===== config.mk =====
export PLATFORM = sky130hd
export DESIGN_NAME = lcd_scan_ctrl
export DESIGN_NICKNAME = d
export VERILOG_FILES = /design/src/rtl/lcd_scan_pkg.sv /design/src/rtl/scan_axis.sv /design/src/rtl/lcd_scan_ctrl.sv
export SDC_FILE = /design/constraint.sdc
export NUM_CORES = 1
export LEC_CHECK = 0
export CAP_MARGIN = 20
export CORE_ASPECT_RATIO = 2
export CORE_MARGIN = 2
export CORE_UTILIZATION = 45
export CTS_CLUSTER_SIZE = 25
export DETAILED_ROUTE_END_ITERATION = 8
export PLACE_DENSITY_LB_ADDON = 0.3
export SYNTH_ARGS = -nofsm -noshare
export SYNTH_HDL_FRONTEND = slang
export SYNTH_SLANG_ARGS = --single-unit

===== constraint.sdc =====
create_clock -name vga_clk -period 4.75 [get_ports vga_clk]
set_input_delay 1.1875 -clock vga_clk [delete_from_list [all_inputs] [get_ports vga_clk]]
set_output_delay 1.1875 -clock vga_clk [all_outputs]
set_load 0.005 [all_outputs]

===== src/rtl/lcd_scan_pkg.sv =====
// rtl/lcd_scan_pkg.sv - shared types, timing defaults and colour-bar constants for the LCD scan controller
package lcd_scan_pkg;

  localparam int CNT_W = 14;

  localparam int DEF_H_ACTIVE = 800;
  localparam int DEF_H_FP     = 40;
  localparam int DEF_H_SYNC   = 48;
  localparam int DEF_H_BP     = 88;
  localparam int DEF_V_ACTIVE = 480;
  localparam int DEF_V_FP     = 13;
  localparam int DEF_V_SYNC   = 3;
  localparam int DEF_V_BP     = 32;
  localparam int DEF_PIPE_LAT = 2;

  typedef enum logic [1:0] {
    PH_ACTIVE = 2'd0,
    PH_FP     = 2'd1,
    PH_SYNC   = 2'd2,
    PH_BP     = 2'd3
  } phase_t;

  localparam logic [15:0] BAR_WHITE   = 16'hFFFF;
  localparam logic [15:0] BAR_YELLOW  = 16'hFFE0;
  localparam logic [15:0] BAR_CYAN    = 16'h07FF;
  localparam logic [15:0] BAR_GREEN   = 16'h07E0;
  localparam logic [15:0] BAR_MAGENTA = 16'hF81F;
  localparam logic [15:0] BAR_RED     = 16'hF800;
  localparam logic [15:0] BAR_BLUE    = 16'h001F;
  localparam logic [15:0] BAR_BLACK   = 16'h0000;

  // One slot of the timing delay line; x rides along so the bars line up with de.
  typedef struct packed {
    logic             de;
    logic             hsync_n;
    logic             vsync_n;
    logic             line_start;
    logic             frame_start;
    logic [CNT_W-1:0] x;
  } scan_tap_t;

  localparam scan_tap_t TAP_IDLE = '{de: 1'b0, hsync_n: 1'b1, vsync_n: 1'b1,
                                     line_start: 1'b0, frame_start: 1'b0, x: '0};

  // Eight vertical bars, 100 pixels wide each; anything past the last bar is black.
  function automatic logic [15:0] bar_color(input logic [CNT_W-1:0] x);
    logic [CNT_W-1:0] idx;
    idx = x / 14'd100;
    case (idx)
      14'd0:   return BAR_WHITE;
      14'd1:   return BAR_YELLOW;
      14'd2:   return BAR_CYAN;
      14'd3:   return BAR_GREEN;
      14'd4:   return BAR_MAGENTA;
      14'd5:   return BAR_RED;
      14'd6:   return BAR_BLUE;
      default: return BAR_BLACK;
    endcase
  endfunction

endpackage


===== src/rtl/scan_axis.sv =====
// rtl/scan_axis.sv - one timing axis: counter, wrap, phase state machine and active/sync decode
module scan_axis
  import lcd_scan_pkg::*;
#(
  parameter int ACTIVE = DEF_H_ACTIVE,
  parameter int FP     = DEF_H_FP,
  parameter int SYNC   = DEF_H_SYNC,
  parameter int BP     = DEF_H_BP
) (
  input  logic             vga_clk,
  input  logic             reset,
  input  logic             clear,
  input  logic             advance,
  output logic [CNT_W-1:0] count,
  output logic             wrap,
  output logic             at_zero,
  output logic             active,
  output logic             sync_n
);

  localparam logic [CNT_W-1:0] LAST       = CNT_W'(ACTIVE + FP + SYNC + BP - 1);
  localparam logic [CNT_W-1:0] FP_START   = CNT_W'(ACTIVE);
  localparam logic [CNT_W-1:0] SYNC_START = CNT_W'(ACTIVE + FP);
  localparam logic [CNT_W-1:0] BP_START   = CNT_W'(ACTIVE + FP + SYNC);

  phase_t           phase;
  logic [CNT_W-1:0] count_inc;

  assign count_inc = count + 14'd1;
  assign wrap      = advance && (count == LAST);
  assign at_zero   = (count == '0);
  assign active    = (phase == PH_ACTIVE);
  assign sync_n    = (phase != PH_SYNC);

  // Counter and phase advance together so the phase always describes the current count.
  always_ff @(posedge vga_clk) begin
    if (reset || clear) begin
      count <= '0;
      phase <= PH_ACTIVE;
    end else if (advance) begin
      if (count == LAST) begin
        count <= '0;
        phase <= PH_ACTIVE;
      end else begin
        count <= count_inc;
        case (phase)
          PH_ACTIVE: if (count_inc == FP_START)   phase <= PH_FP;
          PH_FP:     if (count_inc == SYNC_START) phase <= PH_SYNC;
          PH_SYNC:   if (count_inc == BP_START)   phase <= PH_BP;
          default:   phase <= PH_BP;
        endcase
      end
    end
  end

endmodule


===== src/rtl/lcd_scan_ctrl.sv =====
// rtl/lcd_scan_ctrl.sv - LCD raster scan generator with sync/de delay line and colour-bar source
module lcd_scan_ctrl
  import lcd_scan_pkg::*;
#(
  parameter int H_ACTIVE = DEF_H_ACTIVE,
  parameter int H_FP     = DEF_H_FP,
  parameter int H_SYNC   = DEF_H_SYNC,
  parameter int H_BP     = DEF_H_BP,
  parameter int V_ACTIVE = DEF_V_ACTIVE,
  parameter int V_FP     = DEF_V_FP,
  parameter int V_SYNC   = DEF_V_SYNC,
  parameter int V_BP     = DEF_V_BP,
  parameter int PIPE_LAT = DEF_PIPE_LAT
) (
  input  logic        vga_clk,
  input  logic        reset,
  input  logic        enable,
  input  logic        pattern_sel,
  input  logic [4:0]  R_tmp,
  input  logic [5:0]  G_tmp,
  input  logic [4:0]  B_tmp,
  output logic [13:0] xcursor,
  output logic [13:0] ycursor,
  output logic        screen_change,
  output logic        lcd_de,
  output logic        lcd_hsync,
  output logic        lcd_vsync,
  output logic [4:0]  lcd_r,
  output logic [5:0]  lcd_g,
  output logic [4:0]  lcd_b,
  output logic        frame_start,
  output logic        line_start
);

  logic      h_wrap, h_at_zero, h_active, h_sync_n;
  logic      v_wrap_unused, v_at_zero, v_active, v_sync_n;
  scan_tap_t tap_in;
  scan_tap_t tap_d;
  scan_tap_t pipe [PIPE_LAT];
  logic [15:0] pix_next;

  scan_axis #(
    .ACTIVE (H_ACTIVE),
    .FP     (H_FP),
    .SYNC   (H_SYNC),
    .BP     (H_BP)
  ) u_h_axis (
    .vga_clk (vga_clk),
    .reset   (reset),
    .clear   (!enable),
    .advance (1'b1),
    .count   (xcursor),
    .wrap    (h_wrap),
    .at_zero (h_at_zero),
    .active  (h_active),
    .sync_n  (h_sync_n)
  );

  scan_axis #(
    .ACTIVE (V_ACTIVE),
    .FP     (V_FP),
    .SYNC   (V_SYNC),
    .BP     (V_BP)
  ) u_v_axis (
    .vga_clk (vga_clk),
    .reset   (reset),
    .clear   (!enable),
    .advance (h_wrap),
    .count   (ycursor),
    .wrap    (v_wrap_unused),
    .at_zero (v_at_zero),
    .active  (v_active),
    .sync_n  (v_sync_n)
  );

  // Raw timing for the current cursor; idle values are injected while disabled so the line flushes.
  always_comb begin
    tap_in = TAP_IDLE;
    if (enable) begin
      tap_in.de          = h_active && v_active;
      tap_in.hsync_n     = h_sync_n;
      tap_in.vsync_n     = v_sync_n;
      tap_in.line_start  = h_at_zero && v_active;
      tap_in.frame_start = h_at_zero && v_at_zero;
      tap_in.x           = xcursor;
    end
  end

  // Delay line matching the framebuffer read latency.
  always_ff @(posedge vga_clk) begin
    if (reset) begin
      for (int i = 0; i < PIPE_LAT; i++) pipe[i] <= TAP_IDLE;
    end else begin
      pipe[0] <= tap_in;
      for (int i = 1; i < PIPE_LAT; i++) pipe[i] <= pipe[i-1];
    end
  end

  assign tap_d = pipe[PIPE_LAT-1];

  // Pixel source select; blanked whenever the delayed de is low.
  always_comb begin
    pix_next = '0;
    if (tap_d.de) pix_next = pattern_sel ? bar_color(tap_d.x) : {R_tmp, G_tmp, B_tmp};
  end

  // Output register: the last stage for timing and the single stage for framebuffer pixels.
  always_ff @(posedge vga_clk) begin
    if (reset) begin
      lcd_de        <= 1'b0;
      lcd_hsync     <= 1'b1;
      lcd_vsync     <= 1'b1;
      frame_start   <= 1'b0;
      line_start    <= 1'b0;
      lcd_r         <= '0;
      lcd_g         <= '0;
      lcd_b         <= '0;
      screen_change <= 1'b0;
    end else begin
      lcd_de        <= tap_d.de;
      lcd_hsync     <= tap_d.hsync_n;
      lcd_vsync     <= tap_d.vsync_n;
      frame_start   <= tap_d.frame_start;
      line_start    <= tap_d.line_start;
      lcd_r         <= pix_next[15:11];
      lcd_g         <= pix_next[10:5];
      lcd_b         <= pix_next[4:0];
      screen_change <= enable;
    end
  end

endmodule

# Yosys cells after proc, flatten, opt, wreduce, memory -nomap -nowiden
# Memory sizes are Yosys's and may differ from the RTL's.
# Cells that the tools add are included.
totals:
  register_bits: 54
  latchBits: 0
  mem_bits_rw: 38
  romBits: 0
  wordCells: 78
  n_memories: 1
op_classes:
  n_addsub: 2
  mul: 0
  div: 1
  magnitude_cmp: 0
  eq_ne: 26
  n_shift: 0
  muxes: 18
  bitwise: 3
  n_reduce_logical: 14
memory_table:
  columns: ["memory", "depth", "width", "rd", "rd_ports_with_merged_regs", "write_ports", "line_no", "text"]
  rows:
  - ["pipe", 2, 19, 2, 0, 2, "lcd_scan_ctrl.sv:39", "scan_tap_t pipe [PIPE_LAT];"]
ops:
  columns: ["operator", "n"]
  rows:
  - ["$pmux 16 s7", 1]
  - ["$eq 14x10->1 const B", 5]
  - ["$mux 19", 3]
  - ["$eq 14x3->1 const B", 3]
  - ["$eq 14x9->1 const B", 3]
  - ["$logic_not 14->1", 3]
  - ["$add 14x1->14 const B", 2]
  - ["$eq 14x2->1 const B", 2]
  - ["$mux 16", 1]
  - ["$div 14x7->14 const B", 1]
  - ["$eq 14x1->1 const B", 1]
  - ["$mux 14", 1]
  - ["$mux 2", 7]
  - ["$pmux 2 s3", 2]
  - ["$ne 3x1->1 const B", 3]
  - ["$ne 2x1->1 const B", 3]
  - ["$eq 2x1->1 const B", 2]
  - ["$eq 2x2->1 const B", 2]
  - ["$logic_not 2->1", 2]
  - ["$ne 2x2->1 const B", 2]
  - ["$reduce_and 4->1", 1]
  - ["$reduce_or 2->1", 2]
  - ["$logic_and 1x1->1", 3]
  - ["$mux 1", 3]
  - ["5 further kinds", 6]

# Depth between registers and ports, before layout
depth:
  depth_word: 5
  ltp_mapped: 20

# Modules after synthesis
# A second synthesis with hierarchy kept.
hier_totals:
  cells_unflattened: 632
  area_unflattened_um2: 5291.3
by_module_without_submodules:
  columns: ["mod", "n_inst", "cells_each", "area_per_inst_um2"]
  rows:
  - ["lcd_scan_ctrl", 1, 340, 3024.2]
  - ["scan_axis (u_h_axis)", 1, 149, 1174.9]
  - ["scan_axis (u_v_axis)", 1, 143, 1092.3]

# Worst setup path before layout
# OpenSTA, ideal clock, no wires.
synth_path:
  path_type: "flip-flop to flip-flop"
  start: "mem pipe[0][31] (netlist name)"
  end: "reg lcd_b[0]"
  t_arrival_ns: 4.271
  setup_slack_ns: 0.365
  stages_incl_launch_ff: 19
  period_less_slack_ns: 4.385
  cell_sequence: "dfxtp_1 -> buf_6 -> nand2_1 -> a31o_1 -> a31o_4 -> or4_4 -> and3_4 -> o211a_4 -> and3_4 -> a2111o_1 -> a221oi_4 -> and3_1 -> buf_4 -> nor3_1 -> a221o_1 -> a31oi_2 -> mux2i_1 -> a31oi_2 -> a21o_1"
synth_rtl:
  columns: ["element", "line_no", "text"]
  rows:
  - ["from (decl)", "lcd_scan_ctrl.sv:39", null]
  - ["to (signal assigned)", "lcd_scan_ctrl.sv:127", "lcd_b <= pix_next[4:0];"]
  - ["to (decl)", "lcd_scan_ctrl.sv:30", "output logic [4:0] lcd_b,"]

==> flow_metrics.tcl <==
set metrics [dict create \
    die_y_um 156 \
    core_um2 11400 \
    dieArea_um2 12600 \
    hold_start "pipe[0][17]" \
    grt_pass1_wl_um 25600 \
    grt_pass1_vias 5254 \
    cts_sinks 92 \
    routedWlPerCell_um 18.6 \
    slew-limit-headroom 0.382 \
    cts_buffer_depth 2 \
    drive_above_1_share 0.148 \
    stdcell_count 883 \
    drt-initial-drc-count 356 \
    period_needed_ns 4.60 \
    met1_length_um 5660 \
    synth_cells 648 \
    n_fill_cell 1030 \
    design_area_um2 6720 \
    cts_buffers 9 \
    ys_async_sr_fraction 0 \
    ioPinCount 70 \
    grt_max_degree 25 \
    die_x_um 80.2 \
    p_leak_nw 2.55 \
    clk_latency_ns 0.34 \
    slowest_delay_ns 0.40 \
    seq_area_frac_synth 0.352 \
    top_layer "met4" \
    status "finished, final reports clean" \
    crit_required_ns 4.98 \
    regToRegEndpoint "lcd_b[0]" \
    crit_type "register to register" \
    worstMarginPinSlew_ns 0.928 \
    ys_types 82 \
    io_buffers 69 \
    final_nets 762 \
    r2r_cells 18 \
    vias_per_cell 6.06 \
    hold_depth 1 \
    clock.fmax_mhz 217 \
    regToRegSetupSlack_ns 0.15 \
    placed_cell_area_um2 6290 \
    r2r_start "pipe[0][29]" \
    final_cell_mix "86 x dfxtp_1, 69 x clkdlybuf4s50_1, 56 x nor2_1, 52 x nand2_1, 42 x buf_4" \
    synth_area_um2 5230 \
    synth.area.top_cells "dfxtp_1 35%, o21ai_0 4.1%, nor2_1 4.0%, nand2_1 3.7%, a21oi_1 3.5%" \
    crit_slowest_cell "o211ai_1" \
    cpMostUsedCell "buf_4" \
    synth_top_area_frac 0.352 \
    cp-start-kind "register" \
    antenna_found_initial 0 \
    cts-root-buf "clkbuf_16" \
    grt_use_total 0.263 \
    dr.pass1.iters 5 \
    utilization 0.591 \
    final_common_cell "dfxtp_1" \
    yosysWarnings 0 \
    via_count 5350 \
    holdPathEnd "pipe[0][36]" \
    syn2layout_area_growth_pct 28.4 \
    power_w 0.00156 \
    max_cap_viol_count 0 \
    htree_levels 3 \
    diodes 0 \
    fin_worst_skew_ns 0.00671 \
    avgSynthCellArea_um2 8.07 \
    synth_nets 673 \
    synth_ff_type "dfxtp_1" \
    hold_viol 0 \
    drc 0 \
    grt-ovfl-total 0 \
    powerDensity_nw_per_um2 232 \
    rows 55 \
    routabilityCongestion 0.959 \
    met3_length_um 591 \
    tritoncts "yes" \
    path_cells "buf_4, o211ai_1, o21ai_0, o21ai_2, buf_4, o22ai_1, a31oi_1, o41ai_4, xnor2_1, buf_4, a221oi_4, and3_4, o21ai_0, a221o_1, a31oi_2, mux2i_1, a31oi_2, a21o_1" \
    worstPathArrival_ns 4.84 \
    path_clk_slew_ns 0.06 \
    hold_class "register to register" \
    vdd_ir_drop_max_mv 0.196 \
    place_hpwl_um 12400 \
    synth-edff-count 0 \
    post-route-period-util 0.969 \
    placedCellCount 868 \
    maxSlewViolCount 0 \
    wl_met2_um 8710 \
    setup_viol 0 \
    yosysTopAreaCell "dfxtp_1" \
    ys_ff_latch 92 \
    cp_max_fo 9 \
    routed_wl_um 16400 \
    initial_core_util 0.461 \
    cp-end-kind "register" \
    antenna_left 0 \
]
==> worst max-delay path, delay by kind of cell (launching register included) <==
kind / cells / cell delay, ns
compound gates: 12 / 2.95
buf+inv: 3 / 0.54
flops: 1 / 0.35
simple gates: 1 / 0.26
mux: 1 / 0.24
xor+xnor: 1 / 0.15
==> Yosys cell counts (all sizes together), types with 6 or more instances <==
library cell,number
clkbuf,23
nand2,52
a21o,11
dfxtp,92
nor2b,22
inv,17
xor2,11
xnor2,18
nor2,56
a21oi,37
nand3,25
o31ai,6
nor3,15
nand4,10
buf,12
a31o,6
or2,8
a31oi,19
nor4,8
nand2b,21
o211ai,10
and2,17
and3,10
a211oi,8
o22ai,6
o21ai,45
o21a,6
==> stage by stage <==
stage	hold WS, ns	setup TNS [ns]	setup slack, ns
3_5_place_dp	0.398	-0.863	-0.178
4_1_cts	0.412	0	0.0440
6_report	0.412	0	0.147
2_1_floorplan	0.389	0	0.365
3_3_place_gp	0.400	-0.893	-0.179
5_1_grt	0.427	-0.00928	-0.00928
==> power by group <==
part           internal [W]  leakage (nW)  switching [W]  total [W]
logic             0.0000315          1.66      0.0000273  0.0000589
clock network      0.000434         0.145       0.000286   0.000720
registers          0.000778         0.748     0.00000298   0.000781
total               0.00124          2.55       0.000316    0.00156
==> worst max-delay path by stage <==
stage / end / cells after the start / start / slack [ns]
global placement: lcd_b[1] / 17 / pipe[0][29] / -0.18
global route: lcd_b[2] / 18 / pipe[0][27] / -0.009
detailed placement: lcd_b[0] / 17 / pipe[0][29] / -0.18
CTS: lcd_b[0] / 18 / pipe[0][28] / 0.04
floorplan: lcd_b[0] / 18 / pipe[0][31] / 0.37
finish: lcd_b[0] / 18 / pipe[0][29] / 0.15
==> cell families (layout without fill, tap and decap cells) <==
family / count (synthesis) / after routing / share of synthesized area
and+or+nand+nor: 276 / 276 / 0.284
AOI/OAI and AO/OA: 190 / 190 / 0.253
DFF: 92 / 92 / 0.352
buffers and inverters: 53 / 146 / 0.0438
xor gates and xnor gates: 29 / 29 / 0.0486
adders and majority gates: 5 / 5 / 0.0120
muxes: 3 / 3 / 0.00574
==> final cells by class <==
cell class | count | area [um2] | share of cell area
multi-input combinational | 503 | 3270 | 0.486
sequential | 92 | 1850 | 0.276
timing repair buffer | 113 | 1050 | 0.156
clock buffer | 12 | 256 | 0.0382
tap | 142 | 178 | 0.0265
inverter | 18 | 67.6 | 0.0101
clock inverter | 3 | 46.3 | 0.00689
==> sequential cells by signal, summed over array words and instances, names as in the netlist <==
name,flops
lcd_de,1
u_h_axis.phase,2
u_v_axis.count,14
frame_start,1
screen_change,1
lcd_r,5
pipe,38
lcd_g,6
lcd_hsync,1
lcd_b,5
lcd_vsync,1
u_v_axis.phase,2
line_start,1
u_h_axis.count,14
==> repair_timing <==
| item | 4_1_cts | 5_1_grt |
|---|---|---|
| buffers inserted | 0 | 0 |
| hold buffers | 0 | 0 |
| resized for setup | 3 | 31 |
| pin swaps | 0 | 3 |
| setup endpoints to repair | 5 | 10 |
==> routing by layer <==
metal | vias to the layer above | GRT usage
met4 | 0 | 0.206
met1 | 2518 | 0.249
met3 | 98 | 0.0450
li1 | 2537 | -
met2 | 197 | 0.481
met5 | - | 0
Note: power is estimated with default switching activity, not from simulation.
